**config.mk**
```make
export PLATFORM = sky130hd
export DESIGN_NAME = can_axil_bridge
export DESIGN_NICKNAME = d
export VERILOG_FILES = /design/src/rtl/can_axil_bridge.sv
export SDC_FILE = /design/constraint.sdc
export NUM_CORES = 1
export LEC_CHECK = 0
export ABC_AREA = 1
export ABC_CLOCK_PERIOD_IN_PS = 3200
export CELL_PAD_IN_SITES_DETAIL_PLACEMENT = 0
export CELL_PAD_IN_SITES_GLOBAL_PLACEMENT = 1
export CORE_MARGIN = 2
export CORE_UTILIZATION = 31
export CTS_BUF_LIST = sky130_fd_sc_hd__clkbuf_4
export CTS_CLUSTER_DIAMETER = 50
export CTS_CLUSTER_SIZE = 14
export DETAILED_ROUTE_END_ITERATION = 8
export PLACE_DENSITY = 0.84
export SLEW_MARGIN = 20
export SYNTH_ARGS = -nofsm -noshare
export SYNTH_HDL_FRONTEND = slang
export SYNTH_SLANG_ARGS = --single-unit
```
**constraint.sdc**
```tcl
create_clock -name sys_clk -period 3.2 [get_ports sys_clk]
set_input_delay 0.64 -clock sys_clk [delete_from_list [all_inputs] [get_ports sys_clk]]
set_output_delay 0.64 -clock sys_clk [all_outputs]
set_load 0.005 [all_outputs]
```
**src/rtl/can_axil_bridge.sv**
```systemverilog
// Responder for the CAN register-access handshake, issuing one AXI4-Lite master beat per request.
// Optional watchdog enabled by defining CAN_AXIL_TIMEOUT_EN (limit set by TIMEOUT_CYCLES).
module can_axil_bridge #(
    parameter int ADDR_W         = 8,
    parameter int DATA_W         = 32,
    parameter int TIMEOUT_CYCLES = 1024
) (
    input  logic                sys_clk,
    input  logic                reset,
    input  logic [ADDR_W-1:0]   wr_addr_in,
    input  logic [DATA_W-1:0]   wr_data_in,
    input  logic                wr_enable_in,
    output logic                wr_done_out,
    output logic                wr_busy_out,
    input  logic [ADDR_W-1:0]   rd_addr_in,
    input  logic                rd_enable_in,
    output logic                rd_done_out,
    output logic [DATA_W-1:0]   rd_data_out,
    output logic                err_out,
    output logic [ADDR_W-1:0]   m_axi_awaddr,
    output logic                m_axi_awvalid,
    input  logic                m_axi_awready,
    output logic [DATA_W-1:0]   m_axi_wdata,
    output logic [DATA_W/8-1:0] m_axi_wstrb,
    output logic                m_axi_wvalid,
    input  logic                m_axi_wready,
    input  logic [1:0]          m_axi_bresp,
    input  logic                m_axi_bvalid,
    output logic                m_axi_bready,
    output logic [ADDR_W-1:0]   m_axi_araddr,
    output logic                m_axi_arvalid,
    input  logic                m_axi_arready,
    input  logic [DATA_W-1:0]   m_axi_rdata,
    input  logic [1:0]          m_axi_rresp,
    input  logic                m_axi_rvalid,
    output logic                m_axi_rready
);

    typedef enum logic [2:0] {IDLE, WR_REQ, WR_RESP, RD_REQ, RD_RESP, DONE} state_t;

    state_t              state_q, state_d;
    logic                aw_done_q, w_done_q;
    logic                is_rd_q, tmo_q, viol_q, busy_q;
    logic [1:0]          resp_q;
    logic                rd_pend_q, rd_pend_d, pend_set;
    logic [ADDR_W-1:0]   pend_addr_q;
    logic                start_wr, start_rd_new, start_rd_pend, tmo_fire;
    logic                done_err;
    logic                timed_out;

`ifdef CAN_AXIL_TIMEOUT_EN
    localparam int CNT_W = (TIMEOUT_CYCLES > 2) ? $clog2(TIMEOUT_CYCLES) : 1;
    logic [CNT_W-1:0] tmo_cnt_q;

    assign timed_out = (tmo_cnt_q == CNT_W'(TIMEOUT_CYCLES - 1));

    always_ff @(posedge sys_clk) begin
        if (reset || state_q == IDLE || state_d != state_q)
            tmo_cnt_q <= '0;
        else
            tmo_cnt_q <= tmo_cnt_q + 1'b1;
    end
`else
    assign timed_out = 1'b0;
`endif

    assign m_axi_wstrb = '1;
    assign wr_busy_out = busy_q;

    always_comb begin
        state_d       = state_q;
        start_wr      = 1'b0;
        start_rd_new  = 1'b0;
        start_rd_pend = 1'b0;
        tmo_fire      = 1'b0;
        done_err      = 1'b0;
        m_axi_awvalid = 1'b0;
        m_axi_wvalid  = 1'b0;
        m_axi_bready  = 1'b0;
        m_axi_arvalid = 1'b0;
        m_axi_rready  = 1'b0;
        wr_done_out   = 1'b0;
        rd_done_out   = 1'b0;
        case (state_q)
            IDLE: begin
                if (wr_enable_in) begin
                    state_d  = WR_REQ;
                    start_wr = 1'b1;
                end else if (rd_pend_q) begin
                    state_d       = RD_REQ;
                    start_rd_pend = 1'b1;
                end else if (rd_enable_in) begin
                    state_d      = RD_REQ;
                    start_rd_new = 1'b1;
                end
            end
            WR_REQ: begin
                m_axi_awvalid = !aw_done_q;
                m_axi_wvalid  = !w_done_q;
                // Each channel is complete once its flag is set or it handshakes this cycle.
                if ((aw_done_q || m_axi_awready) && (w_done_q || m_axi_wready)) begin
                    state_d = WR_RESP;
                end else if (timed_out) begin
                    state_d  = DONE;
                    tmo_fire = 1'b1;
                end
            end
            WR_RESP: begin
                m_axi_bready = 1'b1;
                if (m_axi_bvalid) begin
                    state_d = DONE;
                end else if (timed_out) begin
                    state_d  = DONE;
                    tmo_fire = 1'b1;
                end
            end
            RD_REQ: begin
                m_axi_arvalid = 1'b1;
                if (m_axi_arready) begin
                    state_d = RD_RESP;
                end else if (timed_out) begin
                    state_d  = DONE;
                    tmo_fire = 1'b1;
                end
            end
            RD_RESP: begin
                m_axi_rready = 1'b1;
                if (m_axi_rvalid) begin
                    state_d = DONE;
                end else if (timed_out) begin
                    state_d  = DONE;
                    tmo_fire = 1'b1;
                end
            end
            DONE: begin
                wr_done_out = !is_rd_q;
                rd_done_out = is_rd_q;
                done_err    = (resp_q != 2'b00) || tmo_q;
                if (rd_pend_q) begin
                    state_d       = RD_REQ;
                    start_rd_pend = 1'b1;
                end else begin
                    state_d = IDLE;
                end
            end
            default: state_d = IDLE;
        endcase
        err_out = done_err || viol_q;
        // A read that is not launched now is parked, unless the single slot stays occupied.
        pend_set  = rd_enable_in && !start_rd_new && (!rd_pend_q || start_rd_pend);
        rd_pend_d = (rd_pend_q && !start_rd_pend) || pend_set;
    end

    always_ff @(posedge sys_clk) begin
        if (reset) begin
            state_q      <= IDLE;
            busy_q       <= 1'b0;
            viol_q       <= 1'b0;
            aw_done_q    <= 1'b0;
            w_done_q     <= 1'b0;
            is_rd_q      <= 1'b0;
            tmo_q        <= 1'b0;
            resp_q       <= '0;
            rd_pend_q    <= 1'b0;
            pend_addr_q  <= '0;
            m_axi_awaddr <= '0;
            m_axi_wdata  <= '0;
            m_axi_araddr <= '0;
            rd_data_out  <= '0;
        end else begin
            state_q   <= state_d;
            busy_q    <= (state_d != IDLE);
            viol_q    <= wr_enable_in && (state_q != IDLE);
            rd_pend_q <= rd_pend_d;
            if (pend_set)
                pend_addr_q <= rd_addr_in;
            if (start_wr) begin
                m_axi_awaddr <= wr_addr_in;
                m_axi_wdata  <= wr_data_in;
                is_rd_q      <= 1'b0;
            end
            if (start_rd_new) begin
                m_axi_araddr <= rd_addr_in;
                is_rd_q      <= 1'b1;
            end
            if (start_rd_pend) begin
                m_axi_araddr <= pend_addr_q;
                is_rd_q      <= 1'b1;
            end
            if (start_wr || start_rd_new || start_rd_pend) begin
                aw_done_q <= 1'b0;
                w_done_q  <= 1'b0;
                resp_q    <= '0;
                tmo_q     <= 1'b0;
            end else begin
                if (m_axi_awvalid && m_axi_awready)
                    aw_done_q <= 1'b1;
                if (m_axi_wvalid && m_axi_wready)
                    w_done_q <= 1'b1;
                if (m_axi_bready && m_axi_bvalid)
                    resp_q <= m_axi_bresp;
                if (m_axi_rready && m_axi_rvalid) begin
                    resp_q      <= m_axi_rresp;
                    rd_data_out <= m_axi_rdata;
                end
                if (tmo_fire)
                    tmo_q <= 1'b1;
            end
        end
    end

endmodule

```
==> results.cfg <==
[synth]
synthFlopType = dfxtp_1
syn_avg_cell_area_sq_um = 7.42
synth_top_area_share_pct = 49.9
yosys_warnings = 0
synth-edff-count = 0
synth.top_cells.by_area = dfxtp_1, nand2_1, nor2_1, a21oi_1, o21ai_0
syn_area_sq_um = 3970
synth_top_area_cell = dfxtp_1
async_flop_share_pct = 0
synthCells = 535
yosys-top-cells-count = nand2_1, nor2_1, dfxtp_1, a21oi_1, o21ai_0
yosys.cell_types.count = 26
ys_seq_elements = 99
synth.yosys.seq_area_share_pct = 49.9
yosysMostFrequentCell = nand2_1

[placed_design]
routabilityCongestion = 0.787
post-place-cells = 862
dp_slack_ns = 0.923
dp_hpwl_mm = 8.05
port_buffers = 181

[sta]
worst_slack_ns = 0.653
period_needed_ns = 2.55
rsz0062_at_grt = false
skew_ns = 0.00558
hold_viol_final = 0
tightest_slew_ns = 0.874
final_max_slew_viol_count = 0
maxSlewHeadroom_pct = 41.7
setup_viol = 0
max_freq_ghz = 0.393
fin_crit_sh_pct = 79.6
tns_ns = 0
fin_hold_ws_ns = 0.475

[setup_path]
r2r_cells = 7
critPathMaxStageDelay_ns = 0.54
timing.rr.end = m_axi_wdata[26]
cp_max_fo = 8
crit_path_cell_trace = nand3_2, o21bai_1, clkdlybuf4s50_1
cp_top_family = flip-flops
cp_data_arrival_time_ns = 1.91
worstSetupStartpointType = flip-flop
startpoint = state_q[0]
worstSetupPathType = flip-flop to primary output
required_ns = 2.56
r2r_slack_ns = 1.32
worst-path-buf-inv = 1
endpoint_kind = primary output
cp_slowest_cell = dfxtp_1
r2r-start = state_q[0]

[clock_network]
cts_tree = yes
clk_latency_ns = 0.44
cts_htree_levels = 3
post_cts_buffers = 0
cts-root-buf = clkbuf_4
clock_path_buffers = 2
clkTransAtPathRegs_ns = 0.14
cts_inserted_buffers = 9
hold_buffers = 0
cts.sinks = 99
cts_resized = 0

[detailed_routing]
ant_nets = 0
first_pass_iters = 4
num_vias = 3936
vias_per_cell = 4.48
finalWirelength_mm = 11.1
drc_errors = 0
wl_per_cell_um = 12.6
drtIter0Drc = 186

[global_routing]
grt_pass1_wl_mm = 17.6
grt_pass1_vias = 3823
grt_usage_pct = 16.2
antenna_found_initial = 0
grt_max_degree = 53
gr-total-overflow = 0

[die]
die_w_um = 117
core-area_sq_um = 12600
design.portCount = 186
die_area_sq_um = 13700
die_height_um = 117
initial_utilization_pct = 31.6
fp-row-count = 41

[pwr]
p_per_area_nw_per_um2 = 461
power_mw = 2.73
ir_drop_mv = 0.212
p_leak_nw = 2.47

[final_layout]
drive_gt1_share_pct = 5.52
diodes = 0
finalNetCount = 794
ff_latch_area_sq_um = 1980
multi_input_area_sq_um = 1660
area_growth_syn_to_layout_pct = 48.9
fin_cells = 878
n_fill_cell = 1269

[min_path]
holdCritPathClass = flip-flop to flip-flop
min_from = m_axi_wdata[22]
whs_endpoint = m_axi_wdata[22]
holdPathStages = 2

[status]
outcome = finished clean

[job]
cap_viol_max_count = 0
[routing by layer]
layer,vias up,routed length [um],track usage (%)
met3,15,1280,7.16
met4,0,181,6.20
met5,-,0,0
li1,2006,-,-
met2,147,4960,27.4
met1,1768,4640,18.1
[sequential cells by signal, summed over array words and instances (netlist names)]
register / count
aw_done_q: 1
wr_busy_out: 1
m_axi_awaddr: 8
rd_data_out: 32
m_axi_wdata: 32
is_rd_q: 1
m_axi_araddr: 8
resp_q: 2
rd_pend_q: 1
state_q: 3
w_done_q: 1
viol_q: 1
pend_addr_q: 8
[cells in the final DEF, fill, tap and decap left out, drive strengths merged, types with 8 or more instances in the layout]
master	count
nor2	114
clkbuf	12
dfxtp	99
nand3b	8
nand3	21
o21ai	33
inv	28
clkdlybuf4s50	180
nand2	139
a21oi	54
[per-stage QoR]
step,instance area [sq um],utilization (%)
floorplan,3980,-
global placement,5800,46.2
detailed placement,5800,46.2
CTS,5910,47.0
global route,5910,47.0
finish,5910,47.0
[power by group]
group	internal, mW	switching [mW]
sequential	1.35	0.0691
clock	0.180	0.385
combinational	0.392	0.351
total	1.92	0.805
[area by class of cell]
cell class / instances / share of cell area (%)
clock inverter: 4 / 0.296
tap: 172 / 3.64
inverter: 29 / 1.91
clock buffer: 12 / 1.52
sequential: 99 / 33.5
multi-input combinational: 377 / 28.0
timing repair buffer: 185 / 31.1
[cells by family after synthesis]
group,share of synthesized area [%]
simple gates,30.2
buf+inv,8.64
compound gates,11.2
flops,49.9
other cells,0.0945
[worst max-delay path by stage]
stage                            endpoint  cells after the start  slack [ns]
after global placement    m_axi_wdata[26]                      5        0.95
after detailed placement  m_axi_wdata[26]                      5        0.92
after CTS                         err_out                      3        0.60
after floorplan           m_axi_araddr[0]                      9        1.75
final                             err_out                      3        0.65
after global routing              err_out                      3        0.50
[worst reg2reg max path, stage by stage, from the launching register on]
cell,delay [ns]
dfxtp_1,0.54
nor2_4,0.08
nand2_2,0.10
inv_2,0.07
nand2_4,0.19
clkinv_2,0.48
nand2_1,0.22
a21oi_1,0.08
(Power assumes the default switching activity.)
==> RTL edit, RTL diff (same settings) <==
The 6 states of `state_t` get a Gray code encoding in 3 bits.
--- a/src/rtl/can_axil_bridge.sv
+++ b/src/rtl/can_axil_bridge.sv
@@ -36,7 +36,7 @@
     output logic                m_axi_rready
 );
 
-    typedef enum logic [2:0] {IDLE, WR_REQ, WR_RESP, RD_REQ, RD_RESP, DONE} state_t;
+    typedef enum logic [2:0] {IDLE = 3'b000, WR_REQ = 3'b001, WR_RESP = 3'b011, RD_REQ = 3'b010, RD_RESP = 3'b110, DONE = 3'b111} state_t;
 
     state_t              state_q, state_d;
     logic                aw_done_q, w_done_q;
Check against the original RTL: no difference found for any inputs over 10 cycles, from zero or initial values and one cycle with reset high; not proved beyond that.
==> RTL edit against the unedited design <==
Synthesized area increased by 1.5%. Sequential cell count stayed put. Highest routed layer unchanged. Wire length is 7.5% higher. Largest power group unchanged. Critical path depth did not move. Total power is 0.12% higher. First-iteration DRC count decreased by 27%. Largest cell class unchanged. Synthesized cell count increased by 3.9%. Design area grew 2.9%. Worst setup slack got worse by 0.19 ns.
==> RTL edit: results <==
export IMPL_finalNonFillerCells=896
export IMPL_grt_pass1_wl_um=19300
export IMPL_syn_inst=556
export IMPL_grt_pass1_vias=3953
export IMPL_skew_ns=0.0182
export IMPL_ir_worst_vdd_uv=219
export IMPL_insertion_delay_ns=0.47
export IMPL_relSlewSlack_pct=39.0
export IMPL_drtIter0Drc=135
export IMPL_regToRegStartpoint="state_q[1]"
export IMPL_reg2reg_slack_ns=1.29
export IMPL_leakage_nw=2.35
export IMPL_vias=4060
export IMPL_outcome="complete, no violations"
export IMPL_clk_pin_slew_ns=0.16
export IMPL_place_inst=880
export IMPL_dpl_hpwl_um=8400
export IMPL_drive_gt1_share_pct=4.83
export IMPL_synth_common_cells="nand2_1 (156), dfxtp_1 (99), a21oi_1 (77), nand3_1 (65), inv_1 (52)"
export IMPL_worstPathArrival_ns=2.10
export IMPL_finalNetCount=812
export IMPL_gp_congestion=0.793
export IMPL_ys_types=25
export IMPL_grt_usage_pct=17.1
export IMPL_ys_seq_area_share_pct=49.2
export IMPL_dp_slack_ns=0.789
export IMPL_rr_endpoint="resp_q[1]"
RTL edit: changes by cell type after synthesis, moves of 4 or more:
cell	before	now
nand2_1	134	156
buf_6	9	3
inv_1	22	52
nand3_1	18	65
clkbuf_1	8	17
a21oi_1	54	77
o21ai_1	4	0
nor2_1	109	44
nand3b_1	8	0
o21ai_0	29	6
RTL edit: per-stage QoR:
stage	total power, W	instance area (sq um)
2_1_floorplan	0.00163	4040
3_3_place_gp	0.00192	5890
3_5_place_dp	0.00192	5890
4_1_cts	0.00276	6080
5_1_grt	0.00288	6080
6_report	0.00273	6080
RTL edit: how the worst max path moves through the flow:
stage | from | end | slack [ns] | depth (start not counted)
final | state_q[0] | err_out | 0.46 | 3
after global routing | state_q[0] | m_axi_awvalid | 0.27 | 5
after CTS | state_q[0] | err_out | 0.41 | 3
after detailed placement | m_axi_rvalid | resp_q[1] | 0.79 | 6
after global placement | m_axi_rvalid | resp_q[0] | 0.82 | 6
after floorplan | wr_enable_in | resp_q[0] | 1.63 | 7
RTL edit: kinds of logic after synthesis:
| group | share of synthesized area, % |
|---|---|
| compound gates | 10.7 |
| buf+inv | 10.0 |
| flops | 49.2 |
| simple gates | 30.0 |
| other cells | 0.0931 |
RTL edit: worst max-delay path: cells and delay by family (launching register included):
family / cells / cell delay, ns
flip-flops: 1 / 0.58
buffers and inverters: 1 / 0.53
AND/OR/NAND/NOR: 1 / 0.27
AO/OA/AOI/OAI: 1 / 0.25
RTL edit: layout make-up:
class	count	area, sq um	share of cell area [%]
clock buffers	10	75.1	1.23
clock inverters	6	114	1.87
inverters	55	208	3.42
multi-input cells	369	1650	27.2
flip-flops and latches	99	1980	32.6
well taps	172	215	3.54
repair buffers	185	1830	30.1
RTL edit: where the power goes:
part / internal, W / total, W / switching [W]
Clock: 0.000405 / 0.000839 / 0.000434
Combinational: 0.000279 / 0.000537 / 0.000258
Sequential: 0.00130 / 0.00135 / 0.0000488
RTL edit: routing by layer:
metal	share of wire (%)	wire length, um	GRT usage, %	vias to the layer above
met5	0	0	0	-
met4	1.8	213	6.48	0
met3	8.4	997	6.06	16
met2	46	5430	27.8	147
met1	44	5250	20.6	1825
li1	-	-	-	2072
